`src/rtl/dsm2_pkg.sv`:
```
`default_nettype none
// ============================================================================
// Module   : dsm2_pkg
// Purpose  : Shared constants for the second-order delta-sigma modulator.
// Revision : 1.0 - initial release
// ============================================================================
package dsm2_pkg;

    localparam int DATA_WIDTH_DEF = 14;
    localparam int MON_WIDTH      = 25;

    localparam logic [3:0] MON_I1     = 4'd0;
    localparam logic [3:0] MON_I2     = 4'd1;
    localparam logic [3:0] MON_HOLD   = 4'd2;
    localparam logic [3:0] MON_PHASE  = 4'd3;
    localparam logic [3:0] MON_STATUS = 4'd4;
    localparam logic [3:0] MON_ONES   = 4'd5;

    localparam int STAT_UNDERRUN = 0;
    localparam int STAT_SAT1     = 1;
    localparam int STAT_SAT2     = 2;

endpackage
`default_nettype wire

```
`src/rtl/dsm2_integrator.sv`:
```
`default_nettype none
// ============================================================================
// Module   : dsm2_integrator
// Purpose  : Signed saturating sum of an accumulator and two terms.
// Revision : 1.0 - initial release
// ============================================================================
module dsm2_integrator #(
    parameter int WIDTH = 17
) (
    input  logic signed [WIDTH-1:0] i_acc,
    input  logic signed [WIDTH-1:0] i_term_a,
    input  logic signed [WIDTH-1:0] i_term_b,
    output logic signed [WIDTH-1:0] o_sum,
    output logic                    o_sat
);
    // Two guard bits hold any sum of three WIDTH-bit operands exactly.
    localparam logic signed [WIDTH+1:0] c_max = {3'b000, {(WIDTH-1){1'b1}}};
    localparam logic signed [WIDTH+1:0] c_min = {3'b111, {(WIDTH-1){1'b0}}};

    logic signed [WIDTH+1:0] w_full;

    assign w_full = {{2{i_acc[WIDTH-1]}}, i_acc}
                  + {{2{i_term_a[WIDTH-1]}}, i_term_a}
                  + {{2{i_term_b[WIDTH-1]}}, i_term_b};

    always_comb begin
        o_sum = w_full[WIDTH-1:0];
        o_sat = 1'b0;
        if (w_full > c_max) begin
            o_sum = c_max[WIDTH-1:0];
            o_sat = 1'b1;
        end else if (w_full < c_min) begin
            o_sum = c_min[WIDTH-1:0];
            o_sat = 1'b1;
        end
    end

endmodule
`default_nettype wire

```
`src/rtl/dsm2_echip65.sv`:
```
`default_nettype none
// ============================================================================
// Module   : dsm2_echip65
// Purpose  : Second-order delta-sigma modulator, zero-order-hold input,
//            1-bit output stream and selectable digital monitor.
// Revision : 1.0 - initial release
// ============================================================================
module dsm2_echip65
    import dsm2_pkg::*;
#(
    parameter int DATA_WIDTH = DATA_WIDTH_DEF,
    parameter int OSR        = 32,
    parameter int I1_WIDTH   = DATA_WIDTH + 3,
    parameter int I2_WIDTH   = DATA_WIDTH + 5
) (
    input  logic                  clk,
    input  logic                  reset,
    input  logic                  en,
    input  logic [DATA_WIDTH-1:0] in_data,
    input  logic                  in_valid,
    output logic                  in_ready,
    output logic                  out,
    input  logic                  clear_status,
    input  logic [3:0]            digital_monitor_sel,
    output logic [MON_WIDTH-1:0]  digital_monitor
);
    localparam int                         c_phase_w    = $clog2(OSR);
    localparam logic [c_phase_w-1:0]       c_phase_last = c_phase_w'(OSR - 1);
    localparam logic [c_phase_w-1:0]       c_phase_one  = c_phase_w'(1);
    localparam logic signed [DATA_WIDTH:0] c_half       = {2'b01, {(DATA_WIDTH-1){1'b0}}};
    localparam logic signed [DATA_WIDTH:0] c_neg_half   = {2'b11, {(DATA_WIDTH-1){1'b0}}};
    localparam logic [DATA_WIDTH-1:0]      c_hold_rst   = {1'b1, {(DATA_WIDTH-1){1'b0}}};

    logic [c_phase_w-1:0]       r_phase;
    logic signed [I1_WIDTH-1:0] r_i1;
    logic signed [I2_WIDTH-1:0] r_i2;
    logic [DATA_WIDTH-1:0]      r_hold;
    logic                       r_out;
    logic                       r_underrun;
    logic                       r_sat1;
    logic                       r_sat2;
    logic [MON_WIDTH-1:0]       r_ones;
    logic [MON_WIDTH-1:0]       r_mon;

    logic                       w_last;
    logic signed [DATA_WIDTH:0] w_u;
    logic signed [DATA_WIDTH:0] w_neg_y;
    logic signed [I1_WIDTH-1:0] w_u_i1;
    logic signed [I1_WIDTH-1:0] w_neg_y_i1;
    logic signed [I2_WIDTH-1:0] w_i1_i2;
    logic signed [I2_WIDTH-1:0] w_neg_y_i2;
    logic signed [I1_WIDTH-1:0] w_i1_next;
    logic signed [I2_WIDTH-1:0] w_i2_next;
    logic                       w_sat1;
    logic                       w_sat2;
    logic [2:0]                 w_status;
    logic [MON_WIDTH-1:0]       w_mon;

    assign w_last   = (r_phase == c_phase_last);
    assign in_ready = en & w_last;
    assign out      = r_out;

    // Offset-binary sample to signed error around mid-scale; feedback is +/-H.
    assign w_u     = $signed({1'b0, r_hold}) - c_half;
    assign w_neg_y = r_out ? c_neg_half : c_half;

    assign w_u_i1     = {{(I1_WIDTH-DATA_WIDTH-1){w_u[DATA_WIDTH]}}, w_u};
    assign w_neg_y_i1 = {{(I1_WIDTH-DATA_WIDTH-1){w_neg_y[DATA_WIDTH]}}, w_neg_y};
    assign w_i1_i2    = {{(I2_WIDTH-I1_WIDTH){r_i1[I1_WIDTH-1]}}, r_i1};
    assign w_neg_y_i2 = {{(I2_WIDTH-DATA_WIDTH-1){w_neg_y[DATA_WIDTH]}}, w_neg_y};

    dsm2_integrator #(.WIDTH(I1_WIDTH)) u_int1 (
        .i_acc    (r_i1),
        .i_term_a (w_u_i1),
        .i_term_b (w_neg_y_i1),
        .o_sum    (w_i1_next),
        .o_sat    (w_sat1)
    );

    dsm2_integrator #(.WIDTH(I2_WIDTH)) u_int2 (
        .i_acc    (r_i2),
        .i_term_a (w_i1_i2),
        .i_term_b (w_neg_y_i2),
        .o_sum    (w_i2_next),
        .o_sat    (w_sat2)
    );

    always_ff @(posedge clk or posedge reset) begin
        if (reset) begin
            r_phase    <= '0;
            r_i1       <= '0;
            r_i2       <= '0;
            r_hold     <= c_hold_rst;
            r_out      <= 1'b0;
            r_ones     <= '0;
            r_underrun <= 1'b0;
            r_sat1     <= 1'b0;
            r_sat2     <= 1'b0;
        end else begin
            // A new event in the clearing cycle still sets its flag.
            r_underrun <= (r_underrun & ~clear_status) | (in_ready & ~in_valid);
            r_sat1     <= (r_sat1 & ~clear_status) | (en & w_sat1);
            r_sat2     <= (r_sat2 & ~clear_status) | (en & w_sat2);
            if (!en) begin
                r_phase <= '0;
                r_i1    <= '0;
                r_i2    <= '0;
                r_out   <= 1'b0;
                r_ones  <= '0;
            end else begin
                r_phase <= w_last ? '0 : r_phase + c_phase_one;
                r_i1    <= w_i1_next;
                r_i2    <= w_i2_next;
                r_out   <= ~w_i2_next[I2_WIDTH-1];
                r_ones  <= r_ones + {{(MON_WIDTH-1){1'b0}}, r_out};
                if (in_ready && in_valid) begin
                    r_hold <= in_data;
                end
            end
        end
    end

    always_comb begin
        w_status                = '0;
        w_status[STAT_UNDERRUN] = r_underrun;
        w_status[STAT_SAT1]     = r_sat1;
        w_status[STAT_SAT2]     = r_sat2;
    end

    always_comb begin
        w_mon = '0;
        case (digital_monitor_sel)
            MON_I1:     w_mon = {{(MON_WIDTH-I1_WIDTH){r_i1[I1_WIDTH-1]}}, r_i1};
            MON_I2:     w_mon = {{(MON_WIDTH-I2_WIDTH){r_i2[I2_WIDTH-1]}}, r_i2};
            MON_HOLD:   w_mon = {{(MON_WIDTH-DATA_WIDTH){1'b0}}, r_hold};
            MON_PHASE:  w_mon = {{(MON_WIDTH-c_phase_w){1'b0}}, r_phase};
            MON_STATUS: w_mon = {{(MON_WIDTH-3){1'b0}}, w_status};
            MON_ONES:   w_mon = r_ones;
            default:    w_mon = '0;
        endcase
    end

    always_ff @(posedge clk or posedge reset) begin
        if (reset) begin
            r_mon <= '0;
        end else begin
            r_mon <= w_mon;
        end
    end

    assign digital_monitor = r_mon;

endmodule
`default_nettype wire

```
`config.mk`:
```
export PLATFORM = sky130hd
export DESIGN_NAME = dsm2_echip65
export DESIGN_NICKNAME = d
export VERILOG_FILES = /design/src/rtl/dsm2_pkg.sv /design/src/rtl/dsm2_integrator.sv /design/src/rtl/dsm2_echip65.sv
export SDC_FILE = /design/constraint.sdc
export NUM_CORES = 1
export LEC_CHECK = 0
export CAP_MARGIN = 20
export CORE_AREA = 2 2 122 124
export CTS_CLUSTER_SIZE = 10
export DETAILED_ROUTE_END_ITERATION = 10
export DIE_AREA = 0 0 124 126
export GPL_ROUTABILITY_DRIVEN = 0
export MAX_ROUTING_LAYER = met4
export PLACE_DENSITY = 0.82
export SKIP_LAST_GASP = 1
export SLEW_MARGIN = 40
export SYNTH_ARGS = -nofsm -noshare
export SYNTH_HDL_FRONTEND = slang
export SYNTH_HIERARCHICAL = 1
export SYNTH_SLANG_ARGS = --single-unit
```
`constraint.sdc`:
```
create_clock -name clk -period 3.4 [get_ports clk]
set_clock_uncertainty 0.15 [all_clocks]
set_input_delay 0.51 -clock clk [delete_from_list [all_inputs] [get_ports clk]]
set_output_delay 0.51 -clock clk [all_outputs]
set_load 0.01 [all_outputs]
```
==> impl_metrics.env <==
export IMPL_hp_class="reg2reg"
export IMPL_overflow=0
export IMPL_netlist_area_leader_share=0.348
export IMPL_holdWs_ns=0.360
export IMPL_min_delay_start="r_ones[24]"
export IMPL_finalNetCount=1003
export IMPL_syn_inst=781
export IMPL_slew_headroom=0.519
export IMPL_period_share=1.00
export IMPL_cp_required_ns=3.55
export IMPL_regToRegStartpoint="r_i1[5]"
export IMPL_wl_um=20000
export IMPL_setup_violations=1
export IMPL_path_max_fanout=8
export IMPL_crit_top_cell="a21oi_1"
export IMPL_ios=50
export IMPL_drc_errors=0
export IMPL_cts_clk_slew_worst_paths_ns=0.07
export IMPL_die_w_um=124
export IMPL_portBuffers=49
export IMPL_hold_end="digital_monitor[24]"
export IMPL_multi_input_area_mm2=0.00511
export IMPL_synthToLayoutAreaGrowth_pct=23.8
export IMPL_antenna_found_initial=0
export IMPL_r2r_end="r_i1[5]"
export IMPL_max_cap_viol_count=0
export IMPL_core_mm2=0.0143
export IMPL_dp_cells=1067
export IMPL_cts_root_buf="clkbuf_16"
export IMPL_grt_pass1_wl_um=31500
export IMPL_synth_area_leaders="dfrtp_1 (35%), fa_1 (9.8%), ha_1 (6.4%)"
export IMPL_finalHoldViolCount=0
export IMPL_reg2reg_slack_ns=-0.009
export IMPL_die_area_mm2=0.0156
export IMPL_async_flop_share=1.00
export IMPL_cts_buffer_depth=2
export IMPL_cp_arrival_ns=3.55
export IMPL_dr_pass1_iters=5
export IMPL_highest_layer="met4"
export IMPL_drt_met1_wl_um=8400
export IMPL_seq_area_frac_synth=0.351
export IMPL_whs_path_depth=2
export IMPL_wl_met3_um=1290
export IMPL_register_area_mm2=0.00273
export IMPL_die_h_um=126
export IMPL_fin_cells=1091
export IMPL_yosysWarningCount=6
export IMPL_ys_top_cells_by_count="dfrtp_1 (108), nand2_1 (85), a21oi_1 (52)"
export IMPL_avgSynthCellArea_um2=9.95
export IMPL_holdBufCountCts=0
export IMPL_critPathLaunchType="register"
export IMPL_vias=6456
export IMPL_violations="negative setup slack"
export IMPL_grt_pass1_vias=6348
export IMPL_vias_per_cell=5.92
export IMPL_outcome="complete, but fails checks"
export IMPL_slew_viol_final=0
export IMPL_yosysTopAreaCell="dfrtp_1"
export IMPL_clk_latency_ns=0.36
export IMPL_wl_met2_um=9820
export IMPL_drtIter0Drc=621
export IMPL_synth_most_common_cell="dfrtp_1"
export IMPL_end_kind="register"
export IMPL_slowest_delay_ns=0.49
export IMPL_track_usage=0.269
export IMPL_min_period_ns=3.41
export IMPL_rows=44
export IMPL_start_util=0.543
export IMPL_antennaDiodeCount=0
export IMPL_numClockSinks=109
export IMPL_routedWlPerCell_um=18.3
export IMPL_fmax_mhz=293
export IMPL_tritoncts="built"
export IMPL_grt_start_max_net_pins=110
export IMPL_critPathSlowestCell="fa_1"
export IMPL_synth_edf_count=0
export IMPL_htree_levels=3
export IMPL_worst_setup_path_type="reg2reg"
export IMPL_rsz0062_at_grt="true"
export IMPL_setup_ws_ns=-0.00925
export IMPL_worstMarginPinSlew_ns=0.721
export IMPL_worstPathCellList="buf_4 > fa_1 > ha_1 > a21oi_1 > o211ai_1 > a211o_1 > a22oi_4 > buf_12 > buf_8 > a21oi_1 > o21ai_1 > and2_1"
export IMPL_drive_gt1_frac=0.213
export IMPL_yosysUniqueCellTypes=83
export IMPL_synthFlopType="dfrtp_1"
export IMPL_cts_buffers=9
export IMPL_n_fill_cell=1076
export IMPL_r2r_cells=12
export IMPL_ant_nets=0
export IMPL_dpl_hpwl_um=14400
export IMPL_syn_area_mm2=0.00777
export IMPL_yosys_register_bits=109
[worst max-delay path: cells and delay by family, from the launching register on]
family	cells	cell delay (ns)
adders and majority gates	2	0.86
DFF	1	0.41
buffers and inverters	3	0.44
AOI/OAI and AO/OA	6	1.31
and+or+nand+nor	1	0.17
[sequential cells by signal (all words and copies together) (netlist names)]
signal and cells:
out 1, r_sat2 1, r_i1 17, r_ones 25
r_sat1 1, r_underrun 1, r_hold 14, r_i2 19
digital_monitor 25, r_phase 5
[kinds of logic (layout without fill, tap and decap cells)]
group           count (synthesis)  count (layout)  share of synthesized area
simple gates                  247             247                      0.167
fa+ha+maj                      78              78                      0.162
mux                            17              17                     0.0241
compound gates                209             209                      0.201
buf+inv                        77             177                     0.0460
other cells                     2              28                   0.000966
xor+xnor                       42              42                     0.0473
flops                         109             109                      0.351
[area by class of cell]
class / count / share of cell area
inverter: 43 / 0.0176
clock buffer: 12 / 0.0267
multi-input combinational: 621 / 0.531
clock inverter: 4 / 0.00234
sequential: 109 / 0.284
tap: 184 / 0.0239
timing repair buffer: 118 / 0.114
[cells in the final DEF, fill, tap and decap left out, types with 9 or more instances in the layout]
cell type and count:
dfrtp_1 107, o21ai_0 10, inv_1 40, mux2_2 14, a21oi_1 45, xor2_1 22, ha_1 32, and2_1 43
a222oi_1 15, conb_1 28, nand2_1 81, fa_1 36, buf_4 57, o21ai_1 15, xnor2_1 20, nand3_1 18
clkdlybuf4s50_1 49, nor2_1 33, clkbuf_16 9, a21oi_2 20, nand4_1 16
[how the worst max path moves through the flow]
stage                     startpoint       end  slack [ns]  cells after the start
after CTS                    r_i1[1]  r_i2[15]      0.0003                     13
final                        r_i1[5]   r_i1[5]      -0.009                     12
after floorplan                  out   r_i2[9]        0.04                     11
after detailed placement     r_i1[1]  r_i1[13]       -0.07                     13
after global routing         r_i1[5]  r_i1[15]       -0.13                     13
after global placement       r_i1[1]  r_i1[13]       -0.01                     13
[routing by layer]
layer  up-vias  track usage
met5         -            -
met4         0       0.0826
met3        39       0.0557
met2       186        0.421
met1      3221        0.353
li1       3010            -
[through the flow]
step | util | instance area [um^2] | setup slack [ns] | setup TNS [ns]
floorplan | - | 7870 | 0.0361 | 0
global placement | 0.624 | 8930 | -0.0133 | -0.0421
detailed placement | 0.624 | 8930 | -0.0692 | -0.588
CTS | 0.645 | 9240 | 0.000309 | 0
global route | 0.672 | 9620 | -0.126 | -1.71
finish | 0.672 | 9620 | -0.00925 | -0.00925
[repair_timing]
item / 4_1_cts / 5_1_grt
setup endpoints to repair: 17 / 36
buffers inserted: 1 / 7
pin swaps: 3 / 40
gates resized for setup: 3 / 68
Power is left out: the tool's default activity adds up to more than one toggle a clock period on the data nets, which glitch-free logic cannot reach.
